## src/rtl/sinfonia_bcd_pkg.sv

```systemverilog
// Shared constants, state type and width helper for the BCD-to-binary converter.
package sinfonia_bcd_pkg;

  localparam int         DIGIT_W    = 4;
  localparam logic [3:0] ADJ_THRESH = 4'd8;
  localparam logic [3:0] ADJ_SUB    = 4'd3;
  localparam logic [3:0] BCD_MAX    = 4'd9;

  typedef enum logic [1:0] {
    IDLE,
    CONV,
    DONE
  } state_t;

  function automatic int bcd_w(input int n);
    return DIGIT_W * n;
  endfunction

endpackage

```

## src/rtl/bcd_digit_sub3.sv

```systemverilog
// Per-digit correction for reverse double-dabble: a shifted digit of 8 or more
// came from an odd tens position and loses 3 to stay a valid decimal digit.
module bcd_digit_sub3
  import sinfonia_bcd_pkg::*;
(
  input  logic [DIGIT_W-1:0] din,
  output logic [DIGIT_W-1:0] dout
);

  assign dout = (din >= ADJ_THRESH) ? din - ADJ_SUB : din;

endmodule

```

## src/rtl/reverse_double_dabble.sv

```systemverilog
// Sequential BCD-to-binary converter: resolves one binary bit per clock by
// shifting the BCD word right into the binary register and correcting digits.
module reverse_double_dabble
  import sinfonia_bcd_pkg::*;
#(
  parameter int NUM_DIGITS = 3,
  parameter int BIN_W      = 10
) (
  input  logic                    clk,
  input  logic                    rst,
  input  logic                    in_valid,
  output logic                    in_ready,
  input  logic [4*NUM_DIGITS-1:0] bcd,
  output logic                    out_valid,
  input  logic                    out_ready,
  output logic [BIN_W-1:0]        bin,
  output logic                    err
);

  localparam int BCD_W = bcd_w(NUM_DIGITS);
  localparam int STEPS = BCD_W;
  localparam int CNT_W = $clog2(STEPS);
  localparam logic [CNT_W-1:0] LAST_STEP = CNT_W'(STEPS - 1);

  state_t           state;
  logic [CNT_W-1:0] cnt;
  logic [BCD_W-1:0] bcd_r;
  logic [BCD_W-1:0] bin_r;
  logic             err_r;

  logic [BCD_W-1:0] bcd_shift;
  logic [BCD_W-1:0] bcd_adj;
  logic [BCD_W-1:0] bin_shift;
  logic             digit_err;

  // The BCD LSB falls into the binary register's MSB on every step.
  assign bcd_shift = {1'b0, bcd_r[BCD_W-1:1]};
  assign bin_shift = {bcd_r[0], bin_r[BCD_W-1:1]};

  for (genvar g = 0; g < NUM_DIGITS; g++) begin : g_adj
    bcd_digit_sub3 u_sub3 (
      .din  (bcd_shift[g*DIGIT_W +: DIGIT_W]),
      .dout (bcd_adj[g*DIGIT_W +: DIGIT_W])
    );
  end

  always_comb begin
    digit_err = 1'b0;
    for (int i = 0; i < NUM_DIGITS; i++) begin
      if (bcd[i*DIGIT_W +: DIGIT_W] > BCD_MAX) digit_err = 1'b1;
    end
  end

  // Invalid words still run all steps so latency never depends on the data.
  always_ff @(posedge clk) begin
    if (rst) begin
      state     <= IDLE;
      in_ready  <= 1'b1;
      out_valid <= 1'b0;
      bin       <= '0;
      err       <= 1'b0;
      cnt       <= '0;
      bcd_r     <= '0;
      bin_r     <= '0;
      err_r     <= 1'b0;
    end else begin
      case (state)
        IDLE: begin
          if (in_valid && in_ready) begin
            bcd_r    <= bcd;
            bin_r    <= '0;
            cnt      <= '0;
            err_r    <= digit_err;
            in_ready <= 1'b0;
            state    <= CONV;
          end
        end
        CONV: begin
          bcd_r <= bcd_adj;
          bin_r <= bin_shift;
          cnt   <= cnt + CNT_W'(1);
          if (cnt == LAST_STEP) begin
            out_valid <= 1'b1;
            bin       <= err_r ? '0 : BIN_W'(bin_shift);
            err       <= err_r;
            state     <= DONE;
          end
        end
        DONE: begin
          if (out_ready) begin
            out_valid <= 1'b0;
            in_ready  <= 1'b1;
            state     <= IDLE;
          end
        end
        default: state <= IDLE;
      endcase
    end
  end

endmodule
```

## config.mk

```make
export PLATFORM = sky130hd
export DESIGN_NAME = reverse_double_dabble
export DESIGN_NICKNAME = d
export VERILOG_FILES = /design/src/rtl/sinfonia_bcd_pkg.sv /design/src/rtl/bcd_digit_sub3.sv /design/src/rtl/reverse_double_dabble.sv
export SDC_FILE = /design/constraint.sdc
export NUM_CORES = 1
export LEC_CHECK = 0
export CAP_MARGIN = 20
export CORE_MARGIN = 10
export CORE_UTILIZATION = 58
export CTS_CLUSTER_DIAMETER = 40
export CTS_CLUSTER_SIZE = 12
export DETAILED_ROUTE_END_ITERATION = 7
export PLACE_DENSITY = 0.88
export SETUP_SLACK_MARGIN = 0.05
export SLEW_MARGIN = 20
export SYNTH_ARGS = -nofsm -noshare
export SYNTH_HDL_FRONTEND = slang
export SYNTH_HIERARCHICAL = 1
export SYNTH_SLANG_ARGS = --single-unit
```

## constraint.sdc

```tcl
create_clock -name clk -period 2.68 [get_ports clk]
set_input_delay 0.536 -clock clk [delete_from_list [all_inputs] [get_ports clk]]
set_output_delay 0.536 -clock clk [all_outputs]
set_load 0.005 [all_outputs]
```

==> metrics.csv, run 1 <==
stage,metric,value,unit
global_route,grtUsageTotal,12.2,%
synthesis,synthDistinctLibCells,42,
cells_and_area,layout_commonest_cell,dfxtp_1,
flow_run,drv_cap,0,
global_route,antenna_found_initial,0,
outcome,status,"complete, no violations",
sta,finalCriticalPeriod,1860,ps
power,finalPower,1.14,mW
global_route,grt_overflow,0,
detailed_routing,drtIter0Drc,154,
sta,rsz0062_at_grt,false,
clocking,path_clk_slew,110,ps
floorplan,start_util,60.7,%
setup_path,reg2reg_depth,3,
sta,setup_tns,0,ps
setup_path,cp.required,2140,ps
synthesis,async_flop_share,0,%
detailed_routing,vias,1533,
setup_path,crit_chain,clkdlybuf4s50_1,
sta,slew-limit-headroom,47.5,%
place,port-buffer-count,28,
floorplan,fp.dieW,79.3,um
cells_and_area,nNetsFinal,252,
clocking,cts-root-buf,clkbuf_4,
setup_path,rr_startpoint,state[1]$_SDFFE_PP0P_,
global_route,grt_start_max_net_pins,26,
hold_path,min_to,out_valid$_SDFFE_PP0P_,
sta,period_share,69.6,%
synthesis,netlist_area,2040,um^2
synthesis,synth-seq-area-share,42.2,%
place,gp_congestion,0.825,
detailed_routing,drc,0,
floorplan,die-area,6290,um^2
clocking,cts_buffers,5,
setup_path,cpPeakStageDelay,550,ps
global_route,grt_pass1_wl,6410,um
floorplan,die_y,79.3,um
power,p_sw_share,26.1,%
setup_path,start_kind,flop,
detailed_routing,wl_met2,1750,um
synthesis,ys_seq_elements,43,
place,place_hpwl,2740,um
cells_and_area,final_cell_mix,"dfxtp_1, clkdlybuf4s50_1, a21oi_1",
setup_path,cp-end-kind,primary output,
power,combinationalPowerShare,12.8,%
sta,finalSetupViolCount,0,
cells_and_area,drive_above_1_share,6.96,%
sta,hold_slack,465,ps
hold_path,min_path_cells,2,
floorplan,std_cell_rows,21,
cells_and_area,area_growth,14.3,%
detailed_routing,met3_length,197,um
setup_path,slowest_stage,clkdlybuf4s50_1,
detailed_routing,drt-total-wl,3720,um
clocking,post_cts_resized,0,
sta,fmax,0.536,GHz
detailed_routing,viasPerCell,5.55,
setup_path,crit_family,buffers and inverters,
clocking,cts.path.max_buffers,2,
setup_path,rr_endpoint,cnt[0]$_SDFFE_PP0P_,
cells_and_area,n_antenna_cell,0,
synthesis,yosysWarnings,6,
global_route,first_global_vias,1414,
power,power.switching,0.298,mW
sta,worst_slew_pin_slew,787,ps
detailed_routing,ant_nets,0,
synthesis,synth_edf_count,0,
sta,fin_skew,13.4,ps
detailed_routing,first_pass_iters,5,
detailed_routing,top_layer,met4,
detailed_routing,wl_per_cell,13.5,um
sta,hold_viol_final,0,
clocking,clock_latency,350,ps
setup_path,crit_arrival,1330,ps
setup_path,path_class,reg -> out,
clocking,cts_tree,yes,
detailed_routing,wirelength_met1,1720,um
setup_path,worst-r2r-setup-slack,880,ps
hold_path,hold_path_class,reg -> reg,
floorplan,core,3360,um^2
clocking,htree_levels,2,
place,dp_cells,268,
setup_path,startpoint,in_ready$_SDFFE_PP1P_,
synthesis,synth_cells,205,
sta,report.final.slew_viol_count,0,
power,leakagePower,0.834,nW
cells_and_area,stdcell_count,276,
synthesis,syn_avg_cell_area,9.95,um^2
clocking,ctsHoldBuffers,0,
power,sequentialPowerShare,61.0,%
floorplan,pin_count,29,
setup_path,path_buf_inv,1,
setup_path,path_max_fanout,6,
power,power.density,490,nW/um^2
synthesis,synth_flop_cell,dfxtp_1,
hold_path,worstHoldStart,out_valid$_SDFFE_PP0P_,
power,p_int,0.845,mW
clocking,clock_sinks,43,
power,p_clk_share,26.2,%
power,ir_drop,0.263,mV
clocking,post-cts-setup-buffers,0,
==> final cells by class <==
cell class	instances	area, um^2
inverter	8	35.0
multi-input combinational	142	1040
tap	46	57.6
timing repair buffer	29	288
clock inverter	2	12.5
clock buffer	6	41.3
sequential	43	861
fill	287	1030
==> how the worst max path moves through the flow <==
stage / to / slack, ps / cells after the start
2_1_floorplan: bcd_r[10]$_SDFFE_PP0P_ / 1310 / 5
6_report: in_ready / 820 / 1
4_1_cts: in_ready / 800 / 1
3_3_place_gp: cnt[0]$_SDFFE_PP0P_ / 670 / 4
3_5_place_dp: bcd_r[6]$_SDFFE_PP0P_ / 640 / 4
5_1_grt: bcd_r[3]$_SDFFE_PP0P_ / 730 / 3
==> synthesized netlist by cell type (2+ instances only) <==
| library cell | number | area share, % |
|---|---|---|
| dfxtp_1 | 43 | 42 |
| a21oi_1 | 23 | 5.6 |
| o21ai_0 | 18 | 4.4 |
| a22o_1 | 11 | 4.7 |
| nand4b_1 | 11 | 4.7 |
| a221o_1 | 9 | 4.4 |
| and2_0 | 7 | 2.1 |
| buf_6 | 7 | 3.9 |
| ha_1 | 7 | 4.3 |
| inv_1 | 7 | 1.3 |
| nand2_1 | 6 | 1.1 |
| clkbuf_1 | 4 | 0.74 |
| nand2b_1 | 4 | 1.2 |
| nor2b_1 | 4 | 1.2 |
| xor2_1 | 4 | 1.7 |
| a211oi_1 | 3 | 1.1 |
| mux2i_1 | 3 | 1.5 |
| nor2_1 | 3 | 0.55 |
| xnor2_1 | 3 | 1.3 |
| and2_1 | 2 | 0.61 |
| buf_2 | 2 | 0.49 |
| buf_4 | 2 | 0.74 |
| nand3b_1 | 2 | 0.74 |
| nor3_1 | 2 | 0.49 |
==> registers in the layout, indices dropped and copies added, names as in the netlist <==
name,count
bcd_r,12
bin_r,11
bin,10
cnt,4
state,2
err,1
err_r,1
in_ready,1
out_valid,1
==> power groups by stage <==
stage               Combinational [mW]  Sequential, mW  Clock [mW]
global placement                 0.142           0.710           0
floorplan                        0.121           0.698           0
global route                     0.165           0.702       0.330
detailed placement               0.146           0.712           0
finish                           0.147           0.697       0.300
CTS                              0.147           0.697       0.311
==> per-layer routing <==
layer / up-vias / track usage, %
met5: - / 0
met1: 704 / 13.9
li1: 790 / -
met3: 5 / 4.28
met2: 34 / 20.2
met4: 0 / 4.84
==> metrics by stage <==
stage	cell area, um^2	worst slack, ps	util [%]
3_5_place_dp	2280	636	67.7
6_report	2330	816	69.3
4_1_cts	2330	797	69.3
3_3_place_gp	2280	666	67.7
5_1_grt	2330	728	69.3
2_1_floorplan	2060	1310	-
==> cell families (layout without fill, tap and decap cells) <==
family,count (synthesis),count (layout),share of synthesized area (%)
AND/OR/NAND/NOR,51,51,17.8
XOR/XNOR,7,7,3.00
other,1,5,0.184
adder cells (fa/ha/maj),7,7,4.29
AO/OA/AOI/OAI,67,67,22.2
multiplexers,5,5,2.58
flip-flops,43,43,42.2
buffers and inverters,24,45,7.73
(Power assumes the default switching activity.)
==> inputs of run 2 (changes only) <==
--- a/config.mk
+++ b/config.mk
@@ -7,11 +7,11 @@
 export LEC_CHECK = 0
 export CAP_MARGIN = 20
 export CORE_MARGIN = 10
-export CORE_UTILIZATION = 58
+export CORE_UTILIZATION = 48
 export CTS_CLUSTER_DIAMETER = 40
 export CTS_CLUSTER_SIZE = 12
 export DETAILED_ROUTE_END_ITERATION = 7
-export PLACE_DENSITY = 0.88
+export PLACE_DENSITY = 0.78
 export SETUP_SLACK_MARGIN = 0.05
 export SLEW_MARGIN = 20
 export SYNTH_ARGS = -nofsm -noshare
==> constraint.sdc (replaced) <==
create_clock -name clk -period 1.7 [get_ports clk]
set_input_delay 0.34 -clock clk [delete_from_list [all_inputs] [get_ports clk]]
set_output_delay 0.34 -clock clk [all_outputs]
set_load 0.005 [all_outputs]
==> run 2 against run 1 <==
Non-clock buffer count is 6 higher. Clock skew is 9.6 ps lower. Hold slack worse by 3.5 ps. Sequential power is 58% higher. Combinational power is 71% higher. Critical path type unchanged. Critical endpoint unchanged. Largest cell class unchanged. Largest power group unchanged.
==> metrics.csv, run 2 (synthesized netlist as in run 1, its figures left out) <==
stage,metric,value,unit
detailed_routing,ant_nets,0,
detailed_routing,met3_length,176,um
global_route,grt_overflow,0,
flow_run,drv_cap,0,
floorplan,start_util,50.3,%
clocking,cts_tree,yes,
cells_and_area,final_cell_mix,"dfxtp_1, clkdlybuf4s50_1, a21oi_1",
sta,setup_tns,0,ps
setup_path,path_class,reg -> out,
power,power.switching,0.475,mW
sta,rsz0062_at_grt,false,
cells_and_area,n_antenna_cell,0,
cells_and_area,reg.largest.list,"bcd_r: 12 flops, bin_r: 11 flops, bin: 10 flops",
floorplan,die-area,7260,um^2
setup_path,path_max_fanout,6,
detailed_routing,vias,1576,
cells_and_area,fillers,365,
clocking,clock_latency,290,ps
setup_path,slowest_stage,clkdlybuf4s50_1,
floorplan,pin_count,29,
hold_path,hold_path_class,reg -> reg,
detailed_routing,drt-total-wl,4150,um
floorplan,die_y,85.2,um
place,gp_congestion,0.763,
cells_and_area,final-seq-area,862,um^2
clocking,cts_buffers,5,
global_route,grtUsageTotal,11.2,%
clocking,cts-root-buf,clkbuf_8,
cells_and_area,largest_reg_flops,12,
setup_path,worst-r2r-setup-slack,210,ps
power,finalPower,1.93,mW
floorplan,core,4060,um^2
detailed_routing,wirelength_met1,1990,um
cells_and_area,drive_above_1_share,9.36,%
sta,period_share,90.2,%
setup_path,cp.required,1360,ps
cells_and_area,stdcell_count,285,
floorplan,fp.dieW,85.2,um
global_route,first_global_vias,1509,
clocking,ctsHoldBuffers,0,
power,p_int,1.46,mW
detailed_routing,wl_met2,1910,um
place,port-buffer-count,28,
power,sequentialPowerShare,56.8,%
sta,fin_skew,3.82,ps
detailed_routing,top_layer,met4,
clocking,htree_levels,2,
sta,finalCriticalPeriod,1530,ps
detailed_routing,drc,0,
detailed_routing,viasPerCell,5.53,
clocking,path_clk_slew,70,ps
clocking,cts.path.max_buffers,2,
power,combinationalPowerShare,13.0,%
power,power.density,798,nW/um^2
floorplan,std_cell_rows,23,
detailed_routing,drtIter0Drc,97,
power,ir_drop,0.480,mV
setup_path,cp-end-kind,primary output,
detailed_routing,first_pass_iters,4,
power,p_sw_share,24.6,%
sta,fmax,0.652,GHz
cells_and_area,area_growth,18.8,%
global_route,antenna_found_initial,0,
cells_and_area,nNetsFinal,259,
global_route,grt_start_max_net_pins,22,
setup_path,crit_family,buffers and inverters,
power,leakagePower,0.879,nW
detailed_routing,wl_per_cell,14.6,um
cells_and_area,multi_input_area,1050,um^2
setup_path,start_kind,flop,
sta,finalSetupViolCount,0,
sta,report.final.slew_viol_count,0,
setup_path,crit_arrival,1190,ps
clocking,clock_sinks,43,
cells_and_area,top_register,bcd_r,
place,dp_cells,278,
outcome,status,"complete, no violations",
setup_path,crit_chain,clkdlybuf4s50_1,
cells_and_area,layout_commonest_cell,dfxtp_1,
power,p_clk_share,30.2,%
place,place_hpwl,2920,um
sta,hold_viol_final,0,
setup_path,cpPeakStageDelay,520,ps
global_route,grt_pass1_wl,6910,um
setup_path,path_buf_inv,1,
-- run 2: cell type report --
type / count / area share (%)
Clock buffer: 6 / 2.99
Tap cell: 50 / 2.58
Inverter: 8 / 1.45
Sequential cell: 43 / 35.6
Multi-Input combinational cell: 143 / 43.2
Timing Repair Buffer: 35 / 14.2
-- run 2: final timing paths --
| kind | to | start | cells past startpoint |
|---|---|---|---|
| setup / recovery | in_ready | in_ready$_SDFFE_PP1P_ | 1 |
| hold / removal | bin_r[10]$_SDFFE_PP0P_ | bin_r[11]$_SDFFE_PP0P_ | 2 |
| setup reg to reg | bcd_r[7]$_SDFFE_PP0P_ | state[1]$_SDFFE_PP0P_ | 4 |
| hold reg to reg | bin_r[10]$_SDFFE_PP0P_ | bin_r[11]$_SDFFE_PP0P_ | 2 |
-- run 2: per-layer routing --
| layer | global-route usage [%] | up-vias |
|---|---|---|
| li1 | - | 798 |
| met1 | 13.1 | 745 |
| met2 | 18.7 | 27 |
| met3 | 3.15 | 6 |
| met4 | 4.49 | 0 |
| met5 | 0 | - |
-- run 2: power by group through the flow --
stage | combinational [mW] | sequential [mW] | clock (mW)
after floorplan | 0.191 | 1.10 | 0
after global placement | 0.241 | 1.12 | 0
after detailed placement | 0.248 | 1.12 | 0
after CTS | 0.248 | 1.10 | 0.601
after global routing | 0.281 | 1.11 | 0.638
final | 0.251 | 1.10 | 0.585
-- run 2: through the flow --
step | hold WS (ps) | utilization (%) | cell area, um^2 | setup slack (ps)
floorplan | 432 | - | 2060 | 400
global placement | 445 | 57.7 | 2340 | -137
detailed placement | 453 | 57.7 | 2340 | -175
CTS | 466 | 59.5 | 2410 | 75.4
global route | 489 | 59.7 | 2420 | 77.9
finish | 462 | 59.7 | 2420 | 166
-- run 2: what timing repair did --
item,CTS,global route
setup endpoints to repair,0,22
buffers inserted,0,0
gates resized for setup,0,1
